<file path="src/rtl/hs_npu_pkg.sv">
// Shared types and defaults for the NPU systolic-array scheduler slice.
package hs_npu_pkg;

  typedef enum logic [1:0] {
    IDLE,
    LOAD,
    STREAM,
    DRAIN
  } sched_state_e;

  localparam int NPU_DATA_W = 16;
  localparam int NPU_ACC_W  = 32;

  // Input skew plus output de-skew latency for an n x n array.
  function automatic int sched_lat(input int n);
    return 2 * n;
  endfunction

endpackage

</file>
<file path="src/rtl/hs_npu_skew_line.sv">
// Per-lane register delay line; lane i delays BASE+i, or BASE+(L-1-i) when REVERSE.
module hs_npu_skew_line #(
  parameter int L       = 4,
  parameter int W       = 16,
  parameter int BASE    = 0,
  parameter bit REVERSE = 1'b0
) (
  input  logic         clk,
  input  logic         rst_n,
  input  logic [L*W-1:0] din,
  output logic [L*W-1:0] dout
);

  for (genvar i = 0; i < L; i++) begin : g_lane
    localparam int unsigned D = $unsigned(BASE + (REVERSE ? (L - 1 - i) : i));

    if (D == 0) begin : g_pass
      assign dout[i*W +: W] = din[i*W +: W];
    end else begin : g_dly
      logic [W-1:0] sr [D];

      always_ff @(posedge clk or negedge rst_n) begin
        if (!rst_n) begin
          for (int unsigned k = 0; k < D; k++) sr[k] <= '0;
        end else begin
          sr[0] <= din[i*W +: W];
          for (int unsigned k = 1; k < D; k++) sr[k] <= sr[k-1];
        end
      end

      assign dout[i*W +: W] = sr[D-1];
    end
  end

endmodule

</file>
<file path="src/rtl/hs_npu_array_sched.sv">
// Weight-stationary systolic array sequencer: weight load, skewed activation
// streaming and de-skew of the bottom-row partial sums into result vectors.
module hs_npu_array_sched
  import hs_npu_pkg::*;
#(
  parameter int N      = 4,
  parameter int DATA_W = NPU_DATA_W,
  parameter int ACC_W  = NPU_ACC_W,
  parameter int CNT_W  = 16
) (
  input  logic                clk,
  input  logic                rst_n,
  input  logic                start_i,
  input  logic                reuse_w_i,
  input  logic [CNT_W-1:0]    num_vec_i,
  output logic                busy_o,
  output logic                done_o,
  input  logic                w_valid_i,
  output logic                w_ready_o,
  input  logic [N*DATA_W-1:0] w_data_i,
  input  logic                x_valid_i,
  output logic                x_ready_o,
  input  logic [N*DATA_W-1:0] x_data_i,
  output logic                arr_w_en_o,
  output logic [N*DATA_W-1:0] arr_b_o,
  output logic [N*DATA_W-1:0] arr_a_o,
  input  logic [N*ACC_W-1:0]  arr_sum_i,
  output logic                res_valid_o,
  output logic [N*ACC_W-1:0]  res_data_o
);

  localparam int LAT  = sched_lat(N);
  localparam int WC_W = $clog2(N + 1);
  localparam int DC_W = $clog2(LAT + 1);

  sched_state_e        state, nstate;
  logic                w_resident;
  logic [WC_W-1:0]     wcnt;
  logic [CNT_W-1:0]    vcnt, num_vec_q;
  logic [DC_W-1:0]     dcnt;
  logic [LAT-1:0]      vpipe;
  logic                w_hs, x_hs, w_last, x_last, d_last, load_job;
  logic [N*DATA_W-1:0] skew_in;
  logic [N*ACC_W-1:0]  deskew_out;

  assign w_hs     = w_ready_o & w_valid_i;
  assign x_hs     = x_ready_o & x_valid_i;
  assign w_last   = (wcnt == WC_W'(N - 1));
  assign x_last   = (vcnt == num_vec_q - CNT_W'(1));
  assign d_last   = (dcnt == DC_W'(LAT - 1));
  assign load_job = !reuse_w_i || !w_resident;

  always_comb begin
    nstate    = state;
    w_ready_o = 1'b0;
    x_ready_o = 1'b0;
    done_o    = 1'b0;
    case (state)
      IDLE: begin
        if (start_i) begin
          if (load_job)               nstate = LOAD;
          else if (num_vec_i == '0)   nstate = DRAIN;
          else                        nstate = STREAM;
        end
      end
      LOAD: begin
        w_ready_o = 1'b1;
        if (w_valid_i && w_last) nstate = (num_vec_q == '0) ? DRAIN : STREAM;
      end
      STREAM: begin
        x_ready_o = 1'b1;
        if (x_valid_i && x_last) nstate = DRAIN;
      end
      DRAIN: begin
        if (d_last) begin
          done_o = 1'b1;
          nstate = IDLE;
        end
      end
      default: nstate = IDLE;
    endcase
  end

  assign busy_o      = (state != IDLE);
  assign arr_w_en_o  = w_hs;
  assign arr_b_o     = w_hs ? w_data_i : '0;
  assign skew_in     = x_hs ? x_data_i : '0;
  assign res_valid_o = vpipe[LAT-1];

  always_ff @(posedge clk or negedge rst_n) begin
    if (!rst_n) begin
      state      <= IDLE;
      w_resident <= 1'b0;
      wcnt       <= '0;
      vcnt       <= '0;
      dcnt       <= '0;
      num_vec_q  <= '0;
      vpipe      <= '0;
      res_data_o <= '0;
    end else begin
      state <= nstate;
      vpipe <= {vpipe[LAT-2:0], x_hs};
      if (state == IDLE && start_i) begin
        num_vec_q <= num_vec_i;
        // A fresh load invalidates residency until its last row lands.
        if (load_job) w_resident <= 1'b0;
      end
      if (w_hs && w_last) w_resident <= 1'b1;
      wcnt <= (state == LOAD)   ? (w_hs ? wcnt + WC_W'(1) : wcnt)  : '0;
      vcnt <= (state == STREAM) ? (x_hs ? vcnt + CNT_W'(1) : vcnt) : '0;
      dcnt <= (state == DRAIN)  ? dcnt + DC_W'(1) : '0;
      if (vpipe[LAT-2]) res_data_o <= deskew_out;
    end
  end

  hs_npu_skew_line #(
    .L(N), .W(DATA_W), .BASE(1), .REVERSE(1'b0)
  ) u_skew (
    .clk  (clk),
    .rst_n(rst_n),
    .din  (skew_in),
    .dout (arr_a_o)
  );

  hs_npu_skew_line #(
    .L(N), .W(ACC_W), .BASE(0), .REVERSE(1'b1)
  ) u_deskew (
    .clk  (clk),
    .rst_n(rst_n),
    .din  (arr_sum_i),
    .dout (deskew_out)
  );

endmodule
</file>
<file path="config.mk">
export PLATFORM = sky130hd
export DESIGN_NAME = hs_npu_array_sched
export DESIGN_NICKNAME = d
export VERILOG_FILES = /design/src/rtl/hs_npu_pkg.sv /design/src/rtl/hs_npu_skew_line.sv /design/src/rtl/hs_npu_array_sched.sv
export SDC_FILE = /design/constraint.sdc
export NUM_CORES = 1
export LEC_CHECK = 0
export BUFFER_PORTS_ARGS = -buffer_cell sky130_fd_sc_hd__buf_2
export CORE_ASPECT_RATIO = 1.4
export CORE_MARGIN = 4
export CORE_UTILIZATION = 40
export DETAILED_ROUTE_END_ITERATION = 6
export PLACE_DENSITY = 0.65
export SETUP_SLACK_MARGIN = 0.2
export SLEW_MARGIN = 20
export SYNTH_ARGS = -nofsm -noshare
export SYNTH_HDL_FRONTEND = slang
export SYNTH_HIERARCHICAL = 1
export SYNTH_SLANG_ARGS = --single-unit
</file>
<file path="constraint.sdc">
create_clock -name clk -period 2.45 [get_ports clk]
set_clock_uncertainty 0.05 [all_clocks]
set_input_delay 0.1225 -clock clk [delete_from_list [all_inputs] [get_ports clk]]
set_output_delay 0.1225 -clock clk [all_outputs]
set_load 0.05 [all_outputs]
</file>
==> metrics <==
Overall Global Routing Usage 18.5%; status completed; power per cell area 1220 nW/um^2; CP Max Fanout 5; Die Width 189 um; DRC Markers 0; vias 11552; max cap viols 0; initial antenna violation count 7; number of buffers added on ports 539; CP Cell Sequence inv_2 -> ha_4 -> or4b_4 -> or4_4 -> a32oi_2 -> a22oi_2 -> a41oi_2 -> mux2i_1; P_leak 12.7 nW; CP required 2.89 ns; HPWL after detailed placement 31.9 mm; share of layout cells above drive strength 1 44.1%; Core Rows 92; Syn Std Cell Area 18300 um^2; Final ANT Viol Nets 0; max_slew headroom 51.8%; core area 45100 um^2; CTS tree done; Syn. warnings 6; final setup fails 0; crit-path leading delay family simple AND/OR/NAND/NOR gates; number of synthesized flops with an enable pin 0; vias in the first global route 13013; slew of the pin with the lowest slew margin 0.721 ns; largest net degree at the start of global routing 74; Mapped Avg Cell Area 15.4 um^2; RD Place Congestion 0.928; max incr delay on CP 0.49 ns; #FFs+latches synth 530; Post-Syn Instances 1190; H-tree levels 2; total gr overflow 0; post-synth top area share 72.5%; Final Hold Fails 0; io pins 540; Post-Synthesis Net Count 1478; Top FF cell, synth dfrtp_1; WP buf/inv 1; CP startpoint kind flip-flop; Wirelength per Cell 18.6 um; Final nets 2126; CP arrival 2.88 ns; sequential area share after synthesis 72.5%; first-pass GRT wire length 71.7 mm; VDD IR-drop max 708 uV; CP max stage cell or4b_4; DR iter-0 viols 393; f_max 0.411 GHz; clk root buf clkbuf_16; type of the worst min-delay path in2reg; Die Y 261 um; post-layout util 55.0%; max-slew violations 0; R2R Setup Slk 0.01 ns; clock sinks 530; clock transition at the registers of the reported paths 0.07 ns; post-route minimum period 2.44 ns; Setup TNS 0 ns; Fill cells 3601; Worst-Skew Late Latency 0.57 ns; kind of critical path reg2reg; Initial Util 40.5%; via/cell ratio 4.63; asr flop ratio synth 100%; Critical Path End Type flip-flop; wirelength, routed 46.5 mm; TritonCTS buffer count 51; Yosys cell types 47; Final Cycle Share 99.4%; area grow syn2layout 35.8%; RSZ-0062 raised after global routing true; largest cells by area after synthesis dfrtp_1 73%, mux2_2 8.9%, buf_4 5.9%, and3_1 4.4%, clkbuf_1 1.0%; Pre-antenna DRT Iters 4; Clock Tree Buf Depth 3; placed cells 2183; final cell count without fillers 2494; die area 49300 um^2; Synth area leader dfrtp_1
-- path summary, 6_finish.rpt --
path,cells past startpoint,startpoint,end
worst min-delay path,3,x_valid_i,vpipe[0]
worst max register to register,8,num_vec_q[0],state[0]
max in group asynchronous,3,rst_n,vcnt[0]
min in group asynchronous,2,rst_n,u_deskew/dout[40]
worst max-delay path,8,num_vec_q[0],state[0]
worst min register to register,0,u_deskew/g_lane[0].g_dly.sr[57],u_deskew/dout[25]
-- through the flow --
step | power, mW | setup WS (ns) | cell area [um^2] | hold WS [ns]
final | 30.3 | 0.0143 | 24800 | 0.0589
after global routing | 31.7 | -0.0929 | 24800 | 0.0294
after CTS | 30.5 | -0.0492 | 24800 | 0.0123
after detailed placement | 22.2 | -0.271 | 20900 | 0.0751
after global placement | 22.0 | -0.193 | 20900 | 0.0661
after floorplan | 19.4 | -0.0152 | 18300 | -0.223
-- cell usage after synthesis (10+ instances only) --
cell and count:
nor2_1 14, and3_1 130, xnor2_1 19, nand2_1 12
buf_4 144, ha_1 10, mux2_2 144, clkbuf_1 49
and2_1 17, inv_1 13, xor2_1 14, dfrtp_1 530
-- power by group --
part	total, mW	switching, mW	internal (mW)
Clock	7.78	3.34	4.44
Sequential	11.4	0.895	10.5
Combinational	11.1	7.75	3.38
-- kinds of logic (layout without fill, tap and decap cells) --
| logic type | after synthesis | after routing | synth area share, % |
|---|---|---|---|
| AND/OR/NAND/NOR | 228 | 228 | 7.61 |
| AO/OA/AOI/OAI | 29 | 29 | 1.14 |
| buffers and inverters | 211 | 899 | 7.34 |
| multiplexers | 149 | 149 | 9.14 |
| XOR/XNOR | 33 | 33 | 1.58 |
| other | 0 | 5 | 0 |
| flip-flops | 530 | 530 | 72.5 |
| adder cells (fa/ha/maj) | 10 | 10 | 0.684 |
-- cells in the final DEF, fill, tap and decap left out, drive strengths merged, types with 4 or more instances in the layout --
cell type / instances
a21boi: 4
xor2: 14
dfrtp: 530
dlygate4sd3: 210
nand4: 8
diode: 5
clkbuf: 72
ha: 10
or4: 4
nor3: 4
xnor2: 19
mux2i: 5
nor2b: 5
buf: 581
nand2: 12
o21ai: 9
nand3: 6
and2: 17
or3: 4
nor2: 14
mux2: 144
clkinv: 11
nor4: 8
and3: 130
inv: 20
-- area by class of cell --
cell class              instances  area, um^2  share of cell area (%)
diodes                          5        12.5                  0.0504
clock buffers                  70        1460                    5.87
clock inverters                23         235                   0.947
inverters                      13        48.8                   0.196
multi-input cells             449        3750                    15.1
flip-flops and latches        530       13300                    53.4
well taps                     611         764                    3.08
repair buffers                793        5310                    21.4
-- flip-flops by register name, summed over array words and instances, names as in the netlist --
| signal | cells |
|---|---|
| dcnt | 4 |
| num_vec_q | 16 |
| res_data_o | 128 |
| state | 2 |
| u_deskew/dout | 64 |
| u_deskew/g_lane.g_dly.sr | 128 |
| u_skew/dout | 48 |
| u_skew/g_lane.g_dly.sr | 112 |
| vcnt | 16 |
| vpipe | 8 |
| w_resident | 1 |
| wcnt | 3 |
-- metal layers --
layer  vias to the layer above  wire length, um  GRT usage [%]
met5                         -               39              0
met2                       519            23900           33.1
met3                       129             3150           4.39
met1                      5733            16500           20.5
li1                       5165                -              -
met4                         6             2850           10.1
-- worst register-to-register path: cells and delay by family (launching register included) --
kind	cells	cell delay, ns
adder cells (fa/ha/maj)	1	0.14
buffers and inverters	1	0.07
flip-flops	1	0.38
multiplexers	1	0.24
AO/OA/AOI/OAI	3	0.56
AND/OR/NAND/NOR	2	0.93
-- what timing repair did --
action                                 in CTS  in global routing
pin swaps                                   7                  2
cloned                                      0                  1
setup endpoints to repair                  69                 68
resized for setup                          11                  5
buffers inserted                            1                  1
hold buffers                              210                  0
endpoints found under the hold margin     710                  0
Note: power is estimated with default switching activity, not from simulation.
